--- config.mk ---
export PLATFORM = sky130hd
export DESIGN_NAME = pipe_stage_skid
export DESIGN_NICKNAME = d
export VERILOG_FILES = /design/src/rtl/pipe_stage_skid.sv
export SDC_FILE = /design/constraint.sdc
export NUM_CORES = 1
export LEC_CHECK = 0
export ABC_AREA = 1
export CORE_ASPECT_RATIO = 1.1
export CORE_UTILIZATION = 45
export CTS_CLUSTER_SIZE = 8
export DETAILED_ROUTE_END_ITERATION = 10
export DONT_BUFFER_PORTS = 1
export MAX_ROUTING_LAYER = met4
export PLACE_DENSITY_LB_ADDON = 0.08
export SLEW_MARGIN = 20
export SYNTH_ARGS = -nofsm -noshare
export SYNTH_HDL_FRONTEND = slang
export SYNTH_SLANG_ARGS = --single-unit
--- constraint.sdc ---
create_clock -name clk -period 3.45 [get_ports clk]
set_input_delay 0 -clock clk [delete_from_list [all_inputs] [get_ports clk]]
set_output_delay 0 -clock clk [all_outputs]
set_load 0.02 [all_outputs]
--- src/rtl/pipe_stage_skid.sv ---
// pipe_stage_skid
// ---------------
// Generic pipeline stage register with a valid/ready handshake and a
// two-entry skid buffer. All outputs come straight from flops, so a stage
// never adds a combinational ready path back to the stage upstream of it.
//
// Each entry has a data field and a control field. Whenever a register holds
// a bubble, its control field is zero. This keeps write-enable style control
// bits from leaking into later stages.
//
// Ports
//   clk, rst     clock (rising edge), synchronous active-high reset
//   flush        synchronous squash of every held entry
//   in_valid     upstream entry valid
//   in_ready     stage can accept (registered)
//   in_data      upstream data payload  [DATA_W]
//   in_ctrl      upstream control payload [CTRL_W]
//   out_valid    entry available downstream (registered)
//   out_ready    downstream accepts
//   out_data     held data (registered)
//   out_ctrl     held control (registered, zero while out_valid=0)
//   occupancy    entries held: 0, 1 or 2
//   stall_cnt    saturating count of cycles with out_valid & !out_ready
//   stall_clr    synchronous clear of stall_cnt
//
// Parameters
//   DATA_W, CTRL_W, CNT_W  field widths
//   RESET_DATA             1: data registers cleared on rst, 0: left alone

module pipe_stage_skid #(
  parameter int DATA_W     = 96,
  parameter int CTRL_W     = 8,
  parameter int CNT_W      = 16,
  parameter int RESET_DATA = 1
) (
  input  logic              clk,
  input  logic              rst,
  input  logic              flush,
  input  logic              in_valid,
  output logic              in_ready,
  input  logic [DATA_W-1:0] in_data,
  input  logic [CTRL_W-1:0] in_ctrl,
  output logic              out_valid,
  input  logic              out_ready,
  output logic [DATA_W-1:0] out_data,
  output logic [CTRL_W-1:0] out_ctrl,
  output logic [1:0]        occupancy,
  output logic [CNT_W-1:0]  stall_cnt,
  input  logic              stall_clr
);

  // The state encoding is also the occupancy count.
  typedef enum logic [1:0] {
    S_EMPTY = 2'd0,
    S_ONE   = 2'd1,
    S_TWO   = 2'd2
  } state_e;

  state_e              state_q,     state_d;
  logic [DATA_W-1:0]   main_data_q, main_data_d;
  logic [CTRL_W-1:0]   main_ctrl_q, main_ctrl_d;
  logic [DATA_W-1:0]   skid_data_q, skid_data_d;
  logic [CTRL_W-1:0]   skid_ctrl_q, skid_ctrl_d;
  logic                out_valid_q, out_valid_d;
  logic                in_ready_q,  in_ready_d;
  logic [CNT_W-1:0]    stall_cnt_q, stall_cnt_d;

  logic in_fire;
  logic out_fire;

  // in_ready_q is only low in S_TWO, so in_fire can only happen from
  // S_EMPTY or S_ONE.
  assign in_fire  = in_valid  & in_ready_q;
  assign out_fire = out_valid_q & out_ready;

  // ---------------------------------------------------------------------
  // Next-state / next-payload
  // ---------------------------------------------------------------------
  always_comb begin
    state_d     = state_q;
    main_data_d = main_data_q;
    main_ctrl_d = main_ctrl_q;
    skid_data_d = skid_data_q;
    skid_ctrl_d = skid_ctrl_q;

    if (flush) begin
      // Drop everything, including an entry arriving this cycle. Data
      // registers keep their contents; only the control fields are cleared.
      // If out_fire is also high, downstream still takes the entry on its
      // side. Nothing extra is needed here.
      state_d     = S_EMPTY;
      main_ctrl_d = '0;
      skid_ctrl_d = '0;
    end else begin
      case (state_q)
        S_EMPTY: begin
          if (in_fire) begin
            state_d     = S_ONE;
            main_data_d = in_data;
            main_ctrl_d = in_ctrl;
          end
        end

        S_ONE: begin
          if (in_fire && out_fire) begin
            // Pass-through: replace the departing entry in place.
            main_data_d = in_data;
            main_ctrl_d = in_ctrl;
          end else if (in_fire) begin
            // Downstream stalled. The new entry goes into the skid register
            // because in_ready was already committed high this cycle.
            state_d     = S_TWO;
            skid_data_d = in_data;
            skid_ctrl_d = in_ctrl;
          end else if (out_fire) begin
            state_d     = S_EMPTY;
            main_ctrl_d = '0;
          end
        end

        S_TWO: begin
          if (out_fire) begin
            state_d     = S_ONE;
            main_data_d = skid_data_q;
            main_ctrl_d = skid_ctrl_q;
            skid_ctrl_d = '0;
          end
        end

        default: begin
          state_d     = S_EMPTY;
          main_ctrl_d = '0;
          skid_ctrl_d = '0;
        end
      endcase
    end

    // Handshake outputs are registered from the next state. This avoids
    // any path from in_* or out_ready to in_ready.
    out_valid_d = (state_d != S_EMPTY);
    in_ready_d  = (state_d != S_TWO);
  end

  // ---------------------------------------------------------------------
  // Back-pressure counter: clear wins over increment, saturates at all-ones
  // ---------------------------------------------------------------------
  always_comb begin
    stall_cnt_d = stall_cnt_q;
    if (stall_clr) begin
      stall_cnt_d = '0;
    end else if (out_valid_q && !out_ready && (stall_cnt_q != {CNT_W{1'b1}})) begin
      stall_cnt_d = stall_cnt_q + CNT_W'(1);
    end
  end

  // ---------------------------------------------------------------------
  // Control state and handshake flops (always reset)
  // ---------------------------------------------------------------------
  always_ff @(posedge clk) begin
    if (rst) begin
      state_q     <= S_EMPTY;
      main_ctrl_q <= '0;
      skid_ctrl_q <= '0;
      out_valid_q <= 1'b0;
      in_ready_q  <= 1'b1;
      stall_cnt_q <= '0;
    end else begin
      state_q     <= state_d;
      main_ctrl_q <= main_ctrl_d;
      skid_ctrl_q <= skid_ctrl_d;
      out_valid_q <= out_valid_d;
      in_ready_q  <= in_ready_d;
      stall_cnt_q <= stall_cnt_d;
    end
  end

  // ---------------------------------------------------------------------
  // Data flops. Wide stages can drop their reset by setting RESET_DATA=0.
  // Data is never qualified by itself: out_valid and the zeroed control
  // field mark it as meaningless.
  // ---------------------------------------------------------------------
  always_ff @(posedge clk) begin
    if (rst && (RESET_DATA != 0)) begin
      main_data_q <= '0;
      skid_data_q <= '0;
    end else begin
      main_data_q <= main_data_d;
      skid_data_q <= skid_data_d;
    end
  end

  assign in_ready  = in_ready_q;
  assign out_valid = out_valid_q;
  assign out_data  = main_data_q;
  assign out_ctrl  = main_ctrl_q;
  assign occupancy = state_q;
  assign stall_cnt = stall_cnt_q;

endmodule

---- After elaboration in Yosys (flattened, before gate mapping) ----
Cells that the tools add are included.
Widths: inputs -> output; s select.
cells by class
  add/subtract/negate cells ............... 1
  equal/unequal tests ..................... 11
  muxes and demuxes ....................... 19
  bitwise gates (word level) .............. 5
  reductions and logical operators ........ 13
operators by type and width
  cell                   number
  $mux 96                3
  $pmux 96 s3            1
  $mux 8                 6
  $pmux 8 s3             2
  $add 16x1->16 const B  1
  $ne 16x16->1 const B   1
  $mux 2                 6
  $ne 2x2->1 const B     6
  $reduce_and 4->1       3
  $ne 3x3->1 const B     2
  $pmux 2 s3             1
  $reduce_and 5->1       1
  $reduce_or 2->1        2
  $logic_and 1x1->1      3
  $not 1->1              3
  $reduce_bool 3->1      1
  $and 1x1->1            2
  $eq 2x1->1 const B     1
  $eq 2x2->1 const B     1
  $logic_not 2->1        1
  $reduce_bool 2->1      1
  $logic_not 1->1        1
storage, ports and cells
  bits in registers ....................... 228
  bits of input ports ..................... 110
  output and inout port bits .............. 124
  logic and storage cells ................. 57

---- Longest topological paths before layout ----
Gate-level depths: netlist (run 1).
  depth in word-level cells ............... 7
  mapped depth ............................ 11
  mapped depth without buffers ............ 9

---- Worst setup path after synthesis (run 1) ----
No wires, ideal clock.
  path kind ............................... register to register
  start point ............................. register out_valid_q (netlist: out_valid)
  end point ............................... register main_data_q[16] (netlist: out_data[16])
  library setup time ...................... 0.113 ns
  arrival ................................. 1.545 ns
  data required time ...................... 3.337 ns
  setup slack ............................. 1.792 ns
  cell stages (with the launch flop) ...... 10
  buffers on the path ..................... 2
  period minus slack after synthesis ...... 1.658 ns
  cell sequence ........................... dfxtp_1 > nand2_1 > nor2_2 > o21ai_4 > nor2_4 > buf_6 > buf_6 > nand3_2 > nand2_1 > nor2_1
between the ends
  word-level cells in the longest chain between the ends .. 4
  elaborated cells between the ends (all ways) .. 5
  classes of those cells .................. eq/ne (2); bitwise (1); reduce/logical (2)
RTL lines
  what                          line  source
  start, declared               64    logic out_valid_q, out_valid_d;
  start signal, assigned        171   out_valid_q <= out_valid_d;
  $and 1x1->1 *                 74    assign out_fire = out_valid_q & out_ready;
  $logic_and 1x1->1             105   if (in_fire && out_fire) begin
  $ne 2x2->1 (no line)          -
  $reduce_and 5->1 (no line) *  -
  end signal, assigned          187   main_data_q <= main_data_d;
  end, declared                 60    logic [DATA_W-1:0] main_data_q, main_data_d;
Every way passes the cells marked *; elsewhere a longest branch is shown, timed or not.
A chain may end at the register's enable or synchronous reset.

---- Worst setup path after layout (run 1) ----
  start point ............................. register state_q[0] (netlist: occupancy[0])
  end point ............................... register main_data_q[90] (netlist: out_data[90])
between the ends
  word-level cells in the longest chain between the ends .. 3
  elaborated cells between the ends (all ways) .. 9
  classes of those cells .................. eq/ne (5); mux (1); reduce/logical (3)
RTL lines
  what                                                       line  source
  start, declared                                            59    state_e state_q, state_d;
  start signal, assigned                                     168   state_q <= state_d;
  $eq 2x1->1 (tied with other cells)                         95    case (state_q)
  $ne 2x2->1 (no line) or $reduce_bool 3->1 (tied branches)  -
  $reduce_and 5->1 (no line)                                 -
Several ways; a longest one is shown, not always the timed one.

==> impl_metrics.json, run 1 <==
{
  "status": "finished, final reports clean",
  "root_buffer": "clkbuf_16",
  "cap_viol_max_count": 0,
  "startpoint": "occupancy[0]",
  "wire_per_inst_um": 14.2,
  "dp_hpwl_um": 15100,
  "fin_nets": 1592,
  "antenna_cells": 0,
  "cts.reportedPaths.clkPinSlew_ns": 0.05,
  "synth-seq-area-share_pct": 47.0,
  "io_buffers": 0,
  "drc": 0,
  "placementRows": 56,
  "initial_utilization_pct": 45.8,
  "min_from": "rst",
  "dp_cells": 1625,
  "netlist-cell-type-count": 28,
  "vias": 8891,
  "criticalPathCategory": "reg2reg",
  "worstMarginPinSlew_ns": 0.846,
  "area_delta_synth_final_pct": 21.6,
  "reg2reg_slack_ns": 0.93,
  "cp_max_fo": 70,
  "gr-total-overflow": 0,
  "cts.sinks": 228,
  "slew_headroom_pct": 43.6,
  "fin_setup_tns_ns": 0,
  "dp_slack_ns": 0.959,
  "crit_end": "out_data[90]",
  "grt_use_total_pct": 23.3,
  "drtIter0Drc": 427,
  "setup_violations": 0,
  "drtPass1Iterations": 5,
  "async_flop_share_pct": 0,
  "clkLatencyLatePin_ns": 0.49,
  "drive_above_1_share_pct": 5.46,
  "fillers": 2122,
  "die_width_um": 142,
  "io_pins": 234,
  "grt_pass1_vias": 8382,
  "fin_ws_ns": 0.929,
  "rr_endpoint": "out_data[90]",
  "finalClockSkew_ns": 0.0160,
  "synth_edf_count": 0,
  "syn_area_per_cell_um2": 6.90,
  "netlist_area_um2": 9720,
  "cp_data_arrival_time_ns": 2.90,
  "grt_pass1_wl_um": 41200,
  "final_cells": 1773,
  "drtAntennaViolNets": 0,
  "routed_wl_um": 25300,
  "ys_seq_elements": 228,
  "maxClockFrequency_mhz": 397,
  "final_hold_viol_count": 0,
  "power_density_nw_per_um2": 546,
  "crit_path_start_kind": "register",
  "report.final.slew_viol_count": 0,
  "p_leak_nw": 5.02,
  "h-tree-depth": 2,
  "coreArea_um2": 21200,
  "utilization_pct": 55.7,
  "cts_tree": "yes",
  "place.gp.congestion": 0.830,
  "vdd_drop_max_mv": 0.292,
  "post_cts_buffers": 0,
  "grt_start_max_net_pins": 101,
  "power.total_mw": 6.45,
  "cp-end-kind": "register",
  "rsz0062_at_grt": "no",
  "die_h_um": 156,
  "dieArea_um2": 22200,
  "rr_worst_depth": 6,
  "clk_path_buf_depth": 3,
  "syn_inst": 1409,
  "via_per_inst": 5.01,
  "hp-class": "in2reg",
  "grt_antenna_before_repair": 0,
  "required_ns": 3.83,
  "r2r-start": "occupancy[0]",
  "yosysWarnings": 0,
  "period_needed_ns": 2.52,
  "synth-main-ff-cell": "dfxtp_1",
  "numCtsBuffers": 34,
  "period_share_pct": 73.1,
  "synth_fp_nets": 1520
}
## routing by layer
metal | vias up | global-route usage, % | wire length (µm)
li1 | 4594 | - | -
met1 | 4038 | 27.8 | 11000
met2 | 224 | 38.2 | 11900
met3 | 35 | 5.80 | 1860
met4 | 0 | 7.42 | 460
met5 | - | - | 0
## worst min-delay path by stage
stage	slack, ns	cells past startpoint	to
6_report	0.003	3	out_data[69]
5_1_grt	0.05	3	out_data[69]
4_1_cts	0.002	3	out_data[69]
3_5_place_dp	0.09	1	out_valid
3_3_place_gp	0.08	1	occupancy[0]
2_1_floorplan	0.07	1	out_valid
## metrics by stage
step	hold WS (ns)	area (µm²)
after floorplan	0.0691	9720
after global placement	0.0808	9820
after detailed placement	0.0858	9820
after CTS	0.00217	11800
after global routing	0.0507	11800
final	0.00317	11800
## report_power, final
part	total [mW]	internal, mW	switching (mW)
clock	2.87	1.78	1.09
sequential	3.00	2.78	0.223
combinational	0.579	0.240	0.339
total	6.45	4.80	1.65
## registers in the layout, indices dropped and copies added (netlist names)
signal       flops
occupancy        2
skid_data_q     96
skid_ctrl_q      8
out_data        96
out_valid        1
out_ctrl         8
in_ready         1
stall_cnt       16
## cell usage after synthesis, types with 3 or more instances
cell / n / area, µm²
clkbuf_1: 48 / 180
buf_1: 7 / 26.3
nor2_1: 355 / 1330
buf_2: 17 / 85.1
buf_6: 9 / 101
nand2_1: 333 / 1250
nor3_1: 27 / 135
buf_4: 6 / 45.0
o21ai_0: 153 / 766
o21ai_1: 8 / 40.0
nand3_1: 65 / 325
a21oi_1: 51 / 255
nor2_4: 3 / 33.8
inv_1: 57 / 214
inv_2: 3 / 11.3
nand3_2: 20 / 200
xor2_1: 4 / 35.0
xnor2_1: 3 / 26.3
dfxtp_1: 228 / 4560
## timing repair
item                                   CTS  global route
hold buffers                           110             0
endpoints found under the hold margin  228             0
resized for setup                        0             0
## final cells by class
class                   instances  area (µm²)  area share (%)
inverters                      62         239            2.02
well taps                     290         363            3.07
repair buffers                123        1270            10.8
clock inverters                 2        13.8           0.116
flip-flops and latches        228        4560            38.6
multi-input cells            1032        4480            37.9
clock buffers                  36         880            7.44
## cell usage in the layout, fill, tap and decap left out, types with 2 or more instances in the layout
cell type,instances
nand4_1,2
o21ai_0,153
clkbuf_16,35
xnor2_1,3
inv_1,56
buf_12,6
o22ai_1,2
nand3_1,65
buf_4,7
nor2_1,355
o21ai_1,8
clkinv_2,2
nor3_1,27
nand3_2,20
nand2_1,333
nor2_4,3
xor2_1,4
inv_4,2
dfxtp_1,228
dlygate4sd3_1,110
a21oi_1,51
clkinv_1,2
## cells by family after synthesis
group / Yosys count / synth area share, %
AOI/OAI and AO/OA: 215 / 11.2
xor gates and xnor gates: 7 / 0.631
adders and majority gates: 1 / 0.129
buffers and inverters: 149 / 6.90
DFF: 228 / 47.0
and+or+nand+nor: 809 / 34.2
## critical path, cell delays in order (launching register included)
cell     delay [ns]
dfxtp_1        0.68
nand2_4        0.18
o21ai_4        0.69
nor2_4         0.26
buf_12         0.30
o21ai_0        0.21
nor2_1         0.06
Note: power is estimated with default switching activity, not from simulation.
==> run 2, diff against run 1 <==
clock period = 2.32 ns   (was 3.45 ns; I/O delays follow)
==> impl_metrics.json, run 2 (synthesized netlist as in run 1, its figures left out) <==
{
  "drive_above_1_share_pct": 6.22,
  "use_met3_pct": 5.68,
  "utilization_pct": 56.4,
  "grt_busiest_layer": "met2",
  "p_leak_nw": 5.10,
  "routed_wl_um": 25200,
  "cp_max_fo": 11,
  "hp-class": "in2reg",
  "slowest_stage": "nor2_1",
  "drc": 0,
  "status": "finished, final reports clean",
  "max_stage_delay_ns": 0.61,
  "place.gp.congestion": 0.836,
  "root_buffer": "clkbuf_16",
  "die_width_um": 142,
  "min_path_cells": 5,
  "power_density_nw_per_um2": 811,
  "setup_violations": 0,
  "reg2reg_slack_ns": 0.32,
  "fin_setup_tns_ns": 0,
  "wire_per_inst_um": 14.1,
  "cts.sinks": 228,
  "initial_utilization_pct": 45.8,
  "period_needed_ns": 2.00,
  "h-tree-depth": 2,
  "rr_worst_depth": 8,
  "clkLatencyLatePin_ns": 0.48,
  "cap_viol_max_count": 0,
  "report.final.slew_viol_count": 0,
  "drtPass1Iterations": 4,
  "grt_pass1_vias": 8043,
  "grt_antenna_before_repair": 0,
  "drtAntennaViolNets": 0,
  "cp-end-kind": "register",
  "dieArea_um2": 22200,
  "area_delta_synth_final_pct": 23.3,
  "grt_start_max_net_pins": 88,
  "post_cts_resize_count": 0,
  "worstHoldEndpoint": "occupancy[1]",
  "layout_commonest_cell": "nor2_1",
  "numCtsBuffers": 34,
  "final_hold_viol_count": 0,
  "die_h_um": 156,
  "dp_hpwl_um": 15300,
  "coreArea_um2": 21200,
  "worstMarginPinSlew_ns": 0.769,
  "via_per_inst": 4.98,
  "crit_chain": "inv_1, nor2_1, inv_1, nor2_1, buf_4, nand2_1, nand2_1, nor2_1",
  "cts.reportedPaths.clkPinSlew_ns": 0.05,
  "crit_path_start_kind": "register",
  "use_met2_pct": 37.0,
  "slew_headroom_pct": 48.5,
  "clk_path_buf_depth": 3,
  "criticalPathCategory": "reg2reg",
  "cts_tree": "yes",
  "min_from": "out_ready",
  "cp_data_arrival_time_ns": 2.37,
  "layout_common_cells": "355 x nor2_1, 333 x nand2_1, 228 x dfxtp_1, 153 x o21ai_0, 110 x dlygate4sd3_1",
  "vdd_drop_max_mv": 0.471,
  "met1_usage_pct": 28.0,
  "required_ns": 2.70,
  "maxClockFrequency_mhz": 501,
  "r2r-start": "out_valid",
  "rsz0062_at_grt": "no",
  "vias": 8893,
  "drtIter0Drc": 355,
  "critPathMostFrequentCell": "nor2_1",
  "placementRows": 56,
  "gr-total-overflow": 0,
  "fin_nets": 1604,
  "io_pins": 234,
  "period_share_pct": 86.1,
  "rr_endpoint": "stall_cnt[0]",
  "io_buffers": 0,
  "grt_use_total_pct": 22.9,
  "finalClockSkew_ns": 0.00718,
  "grt_pass1_wl_um": 40300
}
run 2: changes by cell type in the layout (fill, tap and decap cells not counted):
cell,delta
buf_4,+8
buf_12,+4
bufinv_16,+1
clkbuf_1,-1
clkinv_2,-1
diode_2,+1
run 2: worst max-delay path by stage:
stage                 start           end  slack (ns)  cells after the start
2_1_floorplan     out_valid  out_data[16]        0.66                      9
3_3_place_gp      out_valid  stall_cnt[1]        0.37                      7
6_report          out_valid  stall_cnt[0]        0.32                      8
4_1_cts           out_valid  stall_cnt[2]        0.33                      7
3_5_place_dp   occupancy[1]  out_data[12]        0.35                      9
5_1_grt           out_valid  stall_cnt[0]        0.15                      8
run 2: cell type report:
| type | count | area (µm²) |
|---|---|---|
| multi-input combinational | 1032 | 4480 |
| clock buffer | 35 | 876 |
| inverter | 62 | 239 |
| timing repair buffer | 135 | 1410 |
| fill | 2069 | 9250 |
| tap | 290 | 363 |
| sequential | 228 | 4560 |
| antenna | 1 | 2.50 |
| clock inverter | 2 | 38.8 |
run 2: worst max-delay path, delay by kind of cell (launching register included):
kind / cells / cell delay (ns)
buffers and inverters: 3 / 0.41
flip-flops: 1 / 0.48
AND/OR/NAND/NOR: 5 / 1.00
run 2: power breakdown:
group	internal (mW)	total [mW]	switching, mW	leakage (nW)
logic	0.376	0.888	0.512	2.79
registers	4.13	4.46	0.330	1.86
clock network	2.75	4.36	1.62	0.450
total	7.26	9.72	2.46	5.10
run 2: through the flow:
stage | hold WS (ns) | power (mW) | instances | area, µm² | setup WS (ns)
floorplan | 0.0691 | 5.07 | 1409 | 9720 | 0.662
finish | 0.0157 | 9.72 | 1785 | 12000 | 0.323
CTS | 0.000858 | 9.84 | 1784 | 12000 | 0.331
global placement | 0.0743 | 5.24 | 1637 | 9960 | 0.365
global route | 0.0588 | 10.1 | 1784 | 12000 | 0.147
detailed placement | 0.0735 | 5.25 | 1637 | 9960 | 0.350
run 2: layer usage:
metal	wire length [µm]	share of wire, %
met5	0	0
met4	478	1.9
met3	1640	6.5
met2	11600	46
met1	11400	45
run 2: what timing repair did:
item | in CTS | in global routing
hold endpoints to repair | 228 | 0
setup buffers | 0 | 0
hold buffers | 110 | 0
